**config.mk**
```make
export PLATFORM = sky130hd
export DESIGN_NAME = mul
export DESIGN_NICKNAME = d
export VERILOG_FILES = /design/src/rtl/mul.sv
export SDC_FILE = /design/constraint.sdc
export NUM_CORES = 1
export LEC_CHECK = 0
export ABC_CLOCK_PERIOD_IN_PS = 4900
export CAP_MARGIN = 25
export CORE_MARGIN = 1.5
export CORE_UTILIZATION = 50
export DETAILED_ROUTE_END_ITERATION = 12
export PLACE_DENSITY = 0.73
export SETUP_SLACK_MARGIN = 0.02
export SLEW_MARGIN = 20
export SYNTH_ARGS = -nofsm -noshare
export SYNTH_HDL_FRONTEND = slang
export SYNTH_SLANG_ARGS = --single-unit
```
**constraint.sdc**
```tcl
create_clock -name clk -period 4.9 [get_ports clk]
set_input_delay 0.735 -clock clk [delete_from_list [all_inputs] [get_ports clk]]
set_output_delay 0.735 -clock clk [all_outputs]
set_load 0.005 [all_outputs]
```
**src/rtl/mul.sv**
```systemverilog
// mul: iterative 32x32 -> 64-bit multiplier, signed or unsigned per request.
// Default build: radix-2 shift-add on operand magnitudes, 32 BUSY cycles.
// Define MUL_RADIX4_EN for radix-4 Booth on 34-bit extended operands, 17 BUSY cycles.
module mul (
   input  logic        clk,
   input  logic        reset,
   input  logic        mul_en,
   input  logic        mul_signed,
   input  logic [31:0] x,
   input  logic [31:0] y,
   input  logic        mul_cancel,
   output logic        mul_ready,
   output logic [63:0] p,
   output logic        complete
);

   typedef enum logic [1:0] {S_IDLE, S_BUSY, S_DONE} state_t;

`ifdef MUL_RADIX4_EN
   localparam int         STEP = 2;       // multiplier bits consumed per cycle
   localparam int         RW   = 35;      // {y extended to 34 bits, implicit y[-1]=0}
   localparam logic [5:0] LAST = 6'd16;   // index of the final iteration
`else
   localparam int         STEP = 1;
   localparam int         RW   = 33;      // |y| can be 2^31, so 33 bits
   localparam logic [5:0] LAST = 6'd31;
`endif

   state_t        r_state;
   logic          r_ready;
   logic          r_complete;
   logic [63:0]   r_p;
   logic [63:0]   r_acc;
   logic [63:0]   r_mcand;
   logic [RW-1:0] r_mplier;
   logic [5:0]    r_cnt;
`ifndef MUL_RADIX4_EN
   logic          r_neg;
`endif

   logic          w_accept;
   logic          w_sx;
   logic          w_sy;
   logic [63:0]   w_mcand_init;
   logic [RW-1:0] w_mplier_init;
   logic [63:0]   w_addend;
   logic [63:0]   w_sum;
   logic [63:0]   w_result;
`ifndef MUL_RADIX4_EN
   logic [32:0]   w_xm;
   logic [32:0]   w_ym;
`endif

   // A cancel in IDLE/DONE blocks a simultaneous start.
   assign w_accept = mul_en & r_ready & ~mul_cancel;
   assign w_sx     = mul_signed & x[31];
   assign w_sy     = mul_signed & y[31];

`ifdef MUL_RADIX4_EN
   // Only the low 64 bits of the Booth sum are kept; they are exact modulo 2^64,
   // so the multiplicand is sign-extended straight to 64 bits.
   assign w_mcand_init  = {{32{w_sx}}, x};
   assign w_mplier_init = {{2{w_sy}}, y, 1'b0};
   assign w_result      = w_sum;
`else
   // 33-bit magnitudes so that 0x80000000 (signed) becomes +2^31.
   assign w_xm          = w_sx ? (33'd0 - {1'b1, x}) : {1'b0, x};
   assign w_ym          = w_sy ? (33'd0 - {1'b1, y}) : {1'b0, y};
   assign w_mcand_init  = {31'd0, w_xm};
   assign w_mplier_init = w_ym;
   assign w_result      = r_neg ? (64'd0 - w_sum) : w_sum;
`endif

   // Partial product selected by the current multiplier digit.
   always_comb begin
      // NOTE: default assignment first so no path leaves w_addend unassigned (no latch).
      w_addend = '0;
`ifdef MUL_RADIX4_EN
      case (r_mplier[2:0])
         3'b001, 3'b010: w_addend = r_mcand;
         3'b011:         w_addend = r_mcand << 1;
         3'b100:         w_addend = 64'd0 - (r_mcand << 1);
         3'b101, 3'b110: w_addend = 64'd0 - r_mcand;
         default:        w_addend = '0;
      endcase
`else
      if (r_mplier[0]) w_addend = r_mcand;
`endif
      w_sum = r_acc + w_addend;
   end

   // Control FSM plus iterative datapath; all outputs are registered.
   always_ff @(posedge clk) begin
      if (reset) begin
         // NOTE: the datapath registers are a handful of flops, not a memory array,
         // so resetting them is cheap and keeps every state deterministic.
         r_state    <= S_IDLE;
         r_ready    <= 1'b1;
         r_complete <= 1'b0;
         r_p        <= '0;
         r_acc      <= '0;
         r_mcand    <= '0;
         r_mplier   <= '0;
         r_cnt      <= '0;
`ifndef MUL_RADIX4_EN
         r_neg      <= 1'b0;
`endif
      end else begin
         // NOTE: non-blocking assignments so every register sees pre-edge values.
         r_complete <= 1'b0;
         case (r_state)
            S_BUSY: begin
               if (mul_cancel) begin
                  r_state <= S_IDLE;
                  r_ready <= 1'b1;
               end else begin
                  r_acc    <= w_sum;
                  r_mcand  <= r_mcand << STEP;
                  r_mplier <= r_mplier >> STEP;
                  r_cnt    <= r_cnt + 6'd1;
                  if (r_cnt == LAST) begin
                     r_p        <= w_result;
                     r_complete <= 1'b1;
                     r_state    <= S_DONE;
                     r_ready    <= 1'b1;
                  end
               end
            end
            default: begin
               // IDLE and DONE behave alike: accept a start or settle in IDLE.
               if (w_accept) begin
                  r_state  <= S_BUSY;
                  r_ready  <= 1'b0;
                  r_acc    <= '0;
                  r_cnt    <= '0;
                  r_mcand  <= w_mcand_init;
                  r_mplier <= w_mplier_init;
`ifndef MUL_RADIX4_EN
                  r_neg    <= mul_signed & (x[31] ^ y[31]);
`endif
               end else begin
                  r_state <= S_IDLE;
                  r_ready <= 1'b1;
               end
            end
         endcase
      end
   end

   assign mul_ready = r_ready;
   assign p         = r_p;
   assign complete  = r_complete;

endmodule
```
Word level (Yosys, flattened, before mapping):

Index checks and enable logic that the tools add are counted.

* $add $sub $neg: 5
* $mul: 0
* divide/modulo/power cells: 0
* $lt $le $gt $ge: 0
* eq/ne operators: 4
* shifts and indexed selects: 0
* muxes and demuxes: 25
* bitwise operators: 8
* reductions and logical operators: 5

Operators with widths (count)
* two-way mux 64 bit: 8
* two-way mux 33 bit: 5
* subtractor 1 x 33 -> 33 bit (first input constant): 2
* adder 64 bit: 1
* subtractor 1 x 64 -> 64 bit (first input constant): 1
* two-way mux 6 bit: 3
* adder 6 x 1 -> 6 bit (second input constant): 1
* == test 6 x 5 -> 1 bit (second input constant): 1
* two-way mux 1 bit: 6
* two-way mux 2 bit: 3
* bitwise AND 1 bit: 5
* AND reduction 2 bit: 2
* != test 3 bit (second input constant): 1
* AND reduction 3 bit: 1
* OR reduction 3 bit: 1
* == test 2 x 1 -> 1 bit (second input constant): 1
* != test 2 bit (second input constant): 1
* NOT 1 bit: 2
* nonzero test 2 bit: 1
* bitwise XOR 1 bit: 1

* bits in registers: 236
* latch bits: 0
* RAM bits: 0
* ROM bits: 0
* input bits: 69
* output and inout port bits: 66
* word-level logic and storage cells: 56
* memories: 0

Longest topological paths before layout:

Gate-level depths: netlist of the first run.

* depth in word-level cells: 4
* depth in mapped cells: 18
* mapped depth without buffers: 15

Worst setup path before layout of the first run:

OpenSTA, ideal clock, no wires.

* kind: flip-flop to flip-flop
* start: register r_mplier[0]
* end: register r_p[61], in the netlist p[61]
* library setup time: 0.091 ns
* data arrival time: 4.461 ns
* required time: 4.809 ns
* setup slack: 0.348 ns
* stages on the path, launching flop included: 17
* path buffers: 3
* clock period less this slack: 4.552 ns
* path through: dfxtp_1 > clkbuf_1 > clkbuf_1 > and2_1 > ha_1 > clkbuf_1 > nand4_1 > or2_2 > a211oi_2 > nor2_1 > xnor2_1 > or4_4 > or4_4 > or4_4 > nor4_4 > a211oi_1 > a311oi_1

* longest elaborated chain between the ends: 4

RTL lines
* start, declared: RTL line 35 `logic [RW-1:0] r_mplier;`
* start signal, assigned: RTL line 119 `r_mplier <= r_mplier >> STEP;`
* start signal, assigned: RTL line 137 `r_mplier <= w_mplier_init;`
* two-way mux 64 bit *: RTL line 87 `if (r_mplier[0]) w_addend = r_mcand;`
* adder 64 bit *: RTL line 89 `w_sum = r_acc + w_addend;`
* subtractor 1 x 64 -> 64 bit: RTL line 71 `assign w_result = r_neg ? (64'd0 - w_sum) : w_sum;`
* two-way mux 64 bit *: RTL line 71
* end signal, assigned: RTL line 122 `r_p <= w_result;`
* end, declared: RTL line 32 `logic [63:0] r_p;`

Every way passes the cells marked *; elsewhere a longest branch is shown, timed or not.
A chain may end at the register's enable or synchronous reset.

Final worst setup path of the first run:

* start: register r_mplier[0]
* end: register r_p[55], in the netlist p[55]

Same word-level chain as after synthesis.

==> flow_metrics.env, run 1 <==
export IMPL_outcome="finished, final reports clean"
export IMPL_clkLatencyLatePin_ns=0.56
export IMPL_vias_per_cell=6.30
export IMPL_drive_gt1_frac=0.0856
export IMPL_drt_total_wl_mm=57.2
export IMPL_final_hold_violation_count=0
export IMPL_max_slew_margin_rel=0.290
export IMPL_synth_top_area_frac=0.280
export IMPL_synth_edf_count=0
export IMPL_crit_type="reg -> reg"
export IMPL_layoutNonFillerInstCount=2830
export IMPL_slowest_delay_ns=0.58
export IMPL_slowest_stage="or4_4"
export IMPL_ys_flop_type="dfxtp_1"
export IMPL_final_nets=2498
export IMPL_synth_most_common_cell="nor2_1"
export IMPL_cp_required_ns=5.35
export IMPL_yosysWarnings=0
export IMPL_worst_pin_slew_ns=1.06
export IMPL_max_clock_path_buffers=3
export IMPL_die_h_um=187
export IMPL_dr_pass1_iters=6
export IMPL_max_clock_freq_mhz=209
export IMPL_io_buffers=134
export IMPL_synth_net_count=2407
export IMPL_cap_viol_max_count=0
export IMPL_grt_max_degree=112
export IMPL_cts_made_buffers=27
export IMPL_arrival_ns=5.23
export IMPL_place_gp_congestion=1.02
export IMPL_pin_count=135
export IMPL_setup_ws_ns=0.121
export IMPL_utilization=0.599
export IMPL_cts_hold_buf=0
export IMPL_syn_cell_area_um2=16900
export IMPL_htree_levels=1
export IMPL_rows=67
export IMPL_finalCriticalPeriod_ns=4.78
export IMPL_fin_crit_sh=0.975
export IMPL_skew_ns=0.0110
export IMPL_powerDensity_nw_per_um2=239
export IMPL_hold_class="reg -> reg"
export IMPL_setup_worst_path_start_class="flip-flop"
export IMPL_initial_core_util=0.507
export IMPL_pre_cts_ws_ns=0.163
export IMPL_syn_avg_cell_area_um2=7.44
export IMPL_rsz0062_at_grt="yes"
export IMPL_antenna_found_initial=0
export IMPL_wl_per_cell_um=20.2
export IMPL_critPathBufInv=2
export IMPL_place_inst=2778
export IMPL_setup_violations=0
export IMPL_fp_dieW_um=187
export IMPL_antenna_left=0
export IMPL_grt_ovfl_total=0
export IMPL_synth_cell_types=90
export IMPL_p_leak_nw=7.72
export IMPL_drt_iter0_drc=1822
export IMPL_grt_pass1_wl_mm=88.7
export IMPL_synthCells=2270
export IMPL_syn2layout_area_growth_pct=18.2
export IMPL_cts_root_buffer="clkbuf_16"
export IMPL_ys_seq_elements=236
export IMPL_core_area_um2=33400
export IMPL_clk_pin_slew_ns=0.07
export IMPL_grt_usage=0.314
export IMPL_dr_total_vias=17831
export IMPL_synth_common_cells="nor2_1, dfxtp_1, nand2_1"
export IMPL_dp_hpwl_mm=42.9
export IMPL_cts_sinks=236
export IMPL_path_delay_family="simple AND/OR/NAND/NOR gates"
export IMPL_fill_cells=3142
export IMPL_setup_tns_ns=0
export IMPL_finalMaxSlewViolations=0
export IMPL_crit_path_frequent_cell="or4_4"
export IMPL_async_flop_share=0
export IMPL_grt_pass1_vias=16238
export IMPL_path_cells="buf_12, and2_1, ha_1, a21oi_1, o21a_1, nor2_1, or2_2, or3_1, a211o_1, or4_4, or4_4, nor4_4, buf_4, o21bai_1, a311oi_1"
export IMPL_synth_top_area_cell="dfxtp_1"
export IMPL_n_antenna_cell=0
export IMPL_critPathCaptureType="flip-flop"
export IMPL_cts_tree="yes"
export IMPL_dieArea_um2=34900
export IMPL_worstPathMaxFanout=41
export IMPL_route_detailed_drc=0
export IMPL_synth_seq_area_share=0.280
export IMPL_vdd_ir_drop_max_mv=0.268
export IMPL_yosys_top_cells_area="dfxtp_1, nor2_1, ha_1"
## worst paths after layout
check | from | endpoint | slack (ns) | depth (start not counted)
setup reg to reg | r_mplier[0] | p[55] | 0.12 | 15
hold / removal | p[28] | p[28] | 0.47 | 2
setup / recovery | r_mplier[0] | p[55] | 0.12 | 15
hold reg to reg | p[28] | p[28] | 0.47 | 2
## cell families after synthesis
family,synth area share
fa+ha+maj,0.0508
mux,0.00844
simple gates,0.265
compound gates,0.289
xor+xnor,0.0663
buf+inv,0.0409
flops,0.280
## registers in the layout, indices dropped and copies added, names as in the netlist
name and cells:
p 64, r_acc 64, r_mcand 64, r_mplier 33
r_cnt 6, r_state 2, complete 1, mul_ready 1
r_neg 1
## cells in the final DEF, fill, tap and decap left out, drive strengths merged, types with 6 or more instances in the layout
| cell type | Yosys | layout |
|---|---|---|
| mux2i | 12 | 12 |
| a211oi | 95 | 95 |
| nand3 | 42 | 42 |
| nor4 | 29 | 29 |
| o41ai | 14 | 14 |
| o21bai | 11 | 11 |
| nand2b | 13 | 13 |
| nand2 | 181 | 181 |
| nor3b | 8 | 8 |
| o21a | 26 | 26 |
| nor2 | 361 | 361 |
| or4 | 16 | 16 |
| dfxtp | 236 | 236 |
| or2 | 20 | 20 |
| o211a | 6 | 6 |
| o211ai | 15 | 15 |
| nand4 | 29 | 29 |
| a31oi | 16 | 16 |
| nor3 | 49 | 49 |
| buf | 20 | 81 |
| and3 | 17 | 17 |
| a21oi | 171 | 171 |
| xor2 | 73 | 73 |
| a311oi | 33 | 33 |
| ha | 67 | 67 |
| clkbuf | 132 | 37 |
| and2 | 86 | 86 |
| o31ai | 21 | 21 |
| and4 | 8 | 8 |
| a21o | 26 | 26 |
| inv | 26 | 28 |
| nor2b | 11 | 11 |
| a22oi | 92 | 92 |
| xnor2 | 55 | 55 |
| o21ai | 129 | 129 |
| clkdlybuf4s50 | 0 | 133 |
| or3 | 36 | 36 |
## metal layers
metal  share of wire  GRT usage  up-vias
li1                -          -     8521
met1            0.45      0.449     8408
met2            0.43      0.480      782
met3           0.092     0.0565      120
met4           0.029     0.0934        0
met5               0          0        -
## worst reg2reg max path: stages, from the launching register on
cell      delay, ns
dfxtp_1        0.38
buf_12         0.22
and2_1         0.22
ha_1           0.28
a21oi_1        0.33
o21a_1         0.26
nor2_1         0.09
or2_2          0.32
or3_1          0.37
a211o_1        0.36
or4_4          0.58
or4_4          0.49
nor4_4         0.15
buf_4          0.21
o21bai_1       0.08
a311oi_1       0.33
## repair_timing
action / CTS / global route
endpoints found under the setup margin: 0 / 19
setup buffers: 0 / 1
resized for setup: 0 / 30
## metrics by stage
step           hold WS [ns]  power [W]  instance area (um^2)
2_1_floorplan         0.444    0.00238                 16900
3_3_place_gp          0.439    0.00261                 18900
3_5_place_dp          0.451    0.00262                 18900
4_1_cts               0.461    0.00480                 19800
5_1_grt               0.496    0.00494                 20000
6_report              0.466    0.00478                 20000
## power breakdown
group          total, W  switching [W]  internal, W
Combinational  0.000605       0.000375     0.000230
Sequential      0.00199      0.0000357      0.00196
Clock           0.00218       0.000855      0.00133
Total           0.00478        0.00127      0.00352
## layout make-up
type	instances	area, um^2	area share
clock buffers	37	783	0.0392
clock inverters	13	178	0.00889
inverters	26	97.6	0.00489
multi-input cells	1856	11600	0.583
flip-flops and latches	236	4730	0.237
well taps	448	561	0.0281
repair buffers	214	1990	0.0995
Note: power is estimated with default switching activity, not from simulation.
==> inputs of run 2 (changes only) <==
==> config.mk (replaced) <==
export PLATFORM = sky130hd
export DESIGN_NAME = mul
export DESIGN_NICKNAME = d
export VERILOG_FILES = /design/src/rtl/mul.sv
export SDC_FILE = /design/constraint.sdc
export NUM_CORES = 1
export LEC_CHECK = 0
export CAP_MARGIN = 25
export CORE_MARGIN = 1.5
export CORE_UTILIZATION = 50
export DETAILED_ROUTE_END_ITERATION = 12
export PLACE_DENSITY = 0.73
export SETUP_SLACK_MARGIN = 0.02
export SYNTH_ARGS = -nofsm -noshare
export SYNTH_HDL_FRONTEND = slang
export SYNTH_SLANG_ARGS = --single-unit
==> flow_metrics.env, run 2 (synthesis gave the netlist of run 1 again) <==
export IMPL_worstPathMaxFanout=41
export IMPL_min_from="p[28]"
export IMPL_die_h_um=187
export IMPL_vias_per_cell=6.28
export IMPL_wl_per_cell_um=19.9
export IMPL_skew_ns=0.0170
export IMPL_place_area_um2=18900
export IMPL_n_antenna_cell=0
export IMPL_setup_worst_path_start_class="flip-flop"
export IMPL_drt_iter0_drc=1720
export IMPL_dr_pass1_iters=7
export IMPL_clkLatencyLatePin_ns=0.55
export IMPL_syn2layout_area_growth_pct=18.0
export IMPL_dr_total_vias=17767
export IMPL_antenna_found_initial=0
export IMPL_cts_made_buffers=27
export IMPL_timing_rr_end="p[48]"
export IMPL_cts_root_buffer="clkbuf_16"
export IMPL_place_gp_congestion=1.02
export IMPL_hold_class="reg -> reg"
export IMPL_crit_type="reg -> reg"
export IMPL_powerDensity_nw_per_um2=236
export IMPL_cts_hold_buf=0
export IMPL_htree_levels=1
export IMPL_arrival_ns=5.22
export IMPL_rrSetupSlack_ns=0.14
export IMPL_setup_violations=0
export IMPL_finalCriticalPeriod_ns=4.76
export IMPL_vdd_ir_drop_max_mv=0.231
export IMPL_r2r_start="r_mplier[0]"
export IMPL_p_leak_nw=7.69
export IMPL_clk_pin_slew_ns=0.06
export IMPL_grt_usage=0.309
export IMPL_holdPathStages=2
export IMPL_layout_common_cells="nor2_1, dfxtp_1, nand2_1"
export IMPL_fill_cells=3151
export IMPL_cts_tree="yes"
export IMPL_fin_crit_sh=0.972
export IMPL_final_nets=2500
export IMPL_critPathCaptureType="flip-flop"
export IMPL_rows=67
export IMPL_antenna_left=0
export IMPL_max_slew_margin_rel=0.291
export IMPL_grt_max_degree=112
export IMPL_finalMaxSlewViolations=0
export IMPL_grt_ovfl_total=0
export IMPL_cts_sinks=236
export IMPL_max_clock_freq_mhz=210
export IMPL_grt_pass1_wl_mm=88.0
export IMPL_outcome="finished, final reports clean"
export IMPL_layout_commonest_cell="nor2_1"
export IMPL_whs_endpoint="p[28]"
export IMPL_fp_dieW_um=187
export IMPL_drt_total_wl_mm=56.4
export IMPL_utilization=0.598
export IMPL_initial_core_util=0.507
export IMPL_drive_gt1_frac=0.0840
export IMPL_max_clock_path_buffers=3
export IMPL_final_hold_violation_count=0
export IMPL_io_buffers=134
export IMPL_route_detailed_drc=0
export IMPL_worst_pin_slew_ns=1.06
export IMPL_pin_count=135
export IMPL_dp_hpwl_mm=42.7
export IMPL_grt_pass1_vias=16273
export IMPL_reg2reg_depth=15
export IMPL_core_area_um2=33400
export IMPL_cap_viol_max_count=0
export IMPL_fin_area_um2=19900
export IMPL_cp_required_ns=5.36
export IMPL_dieArea_um2=34900
run 2: worst max-delay path, cell delays in order (launching register included):
cell      delay [ns]
dfxtp_1         0.38
buf_12          0.22
and2_1          0.16
ha_1            0.36
a21oi_2         0.24
o21a_1          0.20
o221ai_2        0.12
buf_4           0.16
o21a_1          0.18
o311a_1         0.42
or3_1           0.43
a211oi_2        0.32
or4b_1          0.63
o41ai_1         0.47
xnor2_1         0.13
a211oi_1        0.22
run 2: area by class of cell:
cell class                 instances  area, um^2  share of cell area
multi-input combinational       1856       11600               0.584
inverter                          26        97.6             0.00489
clock inverter                    11         145             0.00728
clock buffer                      36         769              0.0386
timing repair buffer             216        2000               0.100
sequential                       236        4730               0.237
tap                              448         561              0.0281
run 2: worst max-delay path by stage:
stage	startpoint	end	slack [ns]	cells past startpoint
floorplan	r_mplier[0]	p[61]	0.35	16
global placement	r_mplier[0]	p[57]	0.26	15
detailed placement	r_mplier[0]	p[51]	0.15	15
CTS	r_mplier[0]	p[55]	0.13	15
global route	r_mplier[0]	p[48]	-0.07	15
finish	r_mplier[0]	p[48]	0.14	15
run 2: metal layers:
layer	global-route usage	share of wire	vias up
li1	-	-	8553
met1	0.444	0.45	8396
met2	0.483	0.43	723
met3	0.0465	0.092	95
met4	0.0775	0.022	0
met5	0	0	-
run 2: stage by stage:
step / setup slack, ns / TNS, ns / power, W / hold slack [ns] / cells
floorplan: 0.348 / 0 / 0.00238 / 0.444 / 2270
global placement: 0.259 / 0 / 0.00261 / 0.439 / 2778
detailed placement: 0.146 / 0 / 0.00262 / 0.455 / 2779
CTS: 0.125 / 0 / 0.00472 / 0.465 / 2826
global route: -0.0704 / -0.0704 / 0.00486 / 0.492 / 2829
finish: 0.138 / 0 / 0.00470 / 0.463 / 2829
run 2: timing repair:
action	CTS	global route
buffers inserted	0	2
resized for setup	0	30
setup endpoints to repair	0	25
run 2: report_power, final:
part / switching [W] / leakage (nW) / internal, W / total [W]
combinational: 0.000375 / 5.33 / 0.000232 / 0.000607
sequential: 0.0000354 / 1.91 / 0.00196 / 0.00199
clock: 0.000845 / 0.448 / 0.00126 / 0.00210
total: 0.00126 / 7.69 / 0.00345 / 0.00470
==> inputs of run 3 (changes only) <==
--- a/config.mk
+++ b/config.mk
@@ -11,6 +11,7 @@
 export DETAILED_ROUTE_END_ITERATION = 12
 export PLACE_DENSITY = 0.73
 export SETUP_SLACK_MARGIN = 0.02
+export SLEW_MARGIN = 10
 export SYNTH_ARGS = -nofsm -noshare
 export SYNTH_HDL_FRONTEND = slang
 export SYNTH_SLANG_ARGS = --single-unit
==> flow_metrics.env, run 3 (synthesis gave the netlist of run 1 again) <==
export IMPL_max_clock_freq_mhz=210
export IMPL_internal_power_w=0.00345
export IMPL_worstPathMaxFanout=41
export IMPL_power_frac_comb=0.129
export IMPL_final_hold_violation_count=0
export IMPL_cap_viol_max_count=0
export IMPL_cts_made_buffers=27
export IMPL_slowest_delay_ns=0.63
export IMPL_htree_levels=1
export IMPL_cts_hold_buf=0
export IMPL_fp_dieW_um=187
export IMPL_powerDensity_nw_per_um2=236
export IMPL_pre_cts_ws_ns=0.146
export IMPL_crit_start="r_mplier[0]"
export IMPL_utilization=0.598
export IMPL_clk_pin_slew_ns=0.06
export IMPL_total_power_w=0.00470
export IMPL_cp_endpoint="p[48]"
export IMPL_outcome="finished, final reports clean"
export IMPL_critPathCaptureType="flip-flop"
export IMPL_worst_pin_slew_ns=1.06
export IMPL_place_gp_congestion=1.02
export IMPL_p_seq_frac=0.424
export IMPL_place_area_um2=18900
export IMPL_layout_common_cells="nor2_1, dfxtp_1, nand2_1"
export IMPL_vdd_ir_drop_max_mv=0.232
export IMPL_grt_pass1_vias=16273
export IMPL_hold_class="reg -> reg"
export IMPL_clkLatencyLatePin_ns=0.55
export IMPL_r2r_start="r_mplier[0]"
export IMPL_n_antenna_cell=0
export IMPL_rows=67
export IMPL_antenna_found_initial=0
export IMPL_max_slew_margin_rel=0.291
export IMPL_drive_gt1_frac=0.0840
export IMPL_fin_crit_sh=0.973
export IMPL_fin_area_um2=19900
export IMPL_power_frac_clock=0.447
export IMPL_layoutNonFillerInstCount=2829
export IMPL_setup_worst_path_start_class="flip-flop"
export IMPL_cp_required_ns=5.36
export IMPL_path_cells="buf_12, and2_1, ha_1, a21oi_2, o21a_1, o221ai_2, buf_4, o21a_1, o311a_1, or3_1, a211oi_2, or4b_1, o41ai_1, xnor2_1, a211oi_1"
export IMPL_cts_tree="yes"
export IMPL_dr_pass1_iters=7
export IMPL_p_sw_w=0.00126
export IMPL_wl_per_cell_um=20.0
export IMPL_final_nets=2500
export IMPL_syn2layout_area_growth_pct=18.0
export IMPL_vias_per_cell=6.30
export IMPL_core_area_um2=33400
export IMPL_max_clock_path_buffers=3
export IMPL_pin_count=135
export IMPL_finalMaxSlewViolations=0
export IMPL_cts_root_buffer="clkbuf_16"
export IMPL_io_buffers=134
export IMPL_grt_max_degree=112
export IMPL_crit_type="reg -> reg"
export IMPL_grt_ovfl_total=0
export IMPL_dieArea_um2=34900
export IMPL_dp_hpwl_mm=42.7
export IMPL_place_inst=2779
export IMPL_die_h_um=187
export IMPL_p_leak_nw=7.69
export IMPL_gr_usage_met1=0.444
export IMPL_arrival_ns=5.23
export IMPL_grt_pass1_wl_mm=88.0
export IMPL_layout_commonest_cell="nor2_1"
export IMPL_setup_ws_ns=0.130
export IMPL_grt_usage=0.309
export IMPL_drt_total_wl_mm=56.5
export IMPL_grt_util_met2=0.483
export IMPL_grt_busiest_layer="met2"
export IMPL_cts_sinks=236
export IMPL_antenna_left=0
export IMPL_finalCriticalPeriod_ns=4.77
export IMPL_skew_ns=0.0184
export IMPL_rrSetupSlack_ns=0.13
export IMPL_met3_usage=0.0465
export IMPL_swShare=0.267
export IMPL_setup_violations=0
export IMPL_route_detailed_drc=0
export IMPL_slowest_stage="or4b_1"
export IMPL_initial_core_util=0.507
export IMPL_crit_path_frequent_cell="o21a_1"
export IMPL_timing_rr_end="p[48]"
export IMPL_reg2reg_depth=15
export IMPL_drt_iter0_drc=1634
export IMPL_dr_total_vias=17827
## run 3: metal layers
metal,share of wire,vias to the layer above,routed length [um]
met5,0,-,0
met4,0.022,0,1240
met3,0.091,99,5150
met2,0.43,759,24600
met1,0.45,8424,25500
li1,-,8545,-
## run 3: repair_timing
action,CTS,global route
setup endpoints to repair,0,25
setup buffers,0,2
resized for setup,0,30
## run 3: area by class of cell
cell class | count | area [um^2]
Multi-Input combinational cell | 1856 | 11600
Inverter | 26 | 97.6
Sequential cell | 236 | 4730
Clock buffer | 36 | 769
Timing Repair Buffer | 216 | 2000
Clock inverter | 11 | 145
Fill cell | 3147 | 13400
Tap cell | 448 | 561
## run 3: stage by stage
| step | hold slack (ns) | setup TNS (ns) |
|---|---|---|
| after floorplan | 0.444 | 0 |
| after global placement | 0.439 | 0 |
| after detailed placement | 0.455 | 0 |
| after CTS | 0.465 | 0 |
| after global routing | 0.492 | -0.0704 |
| final | 0.465 | 0 |
## run 3: worst max-delay path, delay by kind of cell, from the launching register on
| kind | cells | cell delay, ns |
|---|---|---|
| compound gates | 8 | 2.19 |
| buf+inv | 2 | 0.38 |
| xor+xnor | 1 | 0.14 |
| simple gates | 3 | 1.22 |
| flops | 1 | 0.38 |
| fa+ha+maj | 1 | 0.36 |
## run 3: how the worst min path moves through the flow
stage | cells after the start | slack, ns | start | end
2_1_floorplan | 1 | 0.44 | r_cnt[3] | r_cnt[3]
6_report | 2 | 0.46 | p[28] | p[28]
4_1_cts | 2 | 0.46 | p[28] | p[28]
3_5_place_dp | 2 | 0.45 | p[28] | p[28]
3_3_place_gp | 2 | 0.44 | p[28] | p[28]
5_1_grt | 2 | 0.49 | p[28] | p[28]
## run 3: power by group through the flow
stage | Sequential [W] | Clock [W] | Combinational, W
6_report | 0.00199 | 0.00210 | 0.000607
5_1_grt | 0.00200 | 0.00220 | 0.000659
4_1_cts | 0.00199 | 0.00214 | 0.000589
3_5_place_dp | 0.00203 | 0 | 0.000587
3_3_place_gp | 0.00203 | 0 | 0.000577
2_1_floorplan | 0.00202 | 0 | 0.000367
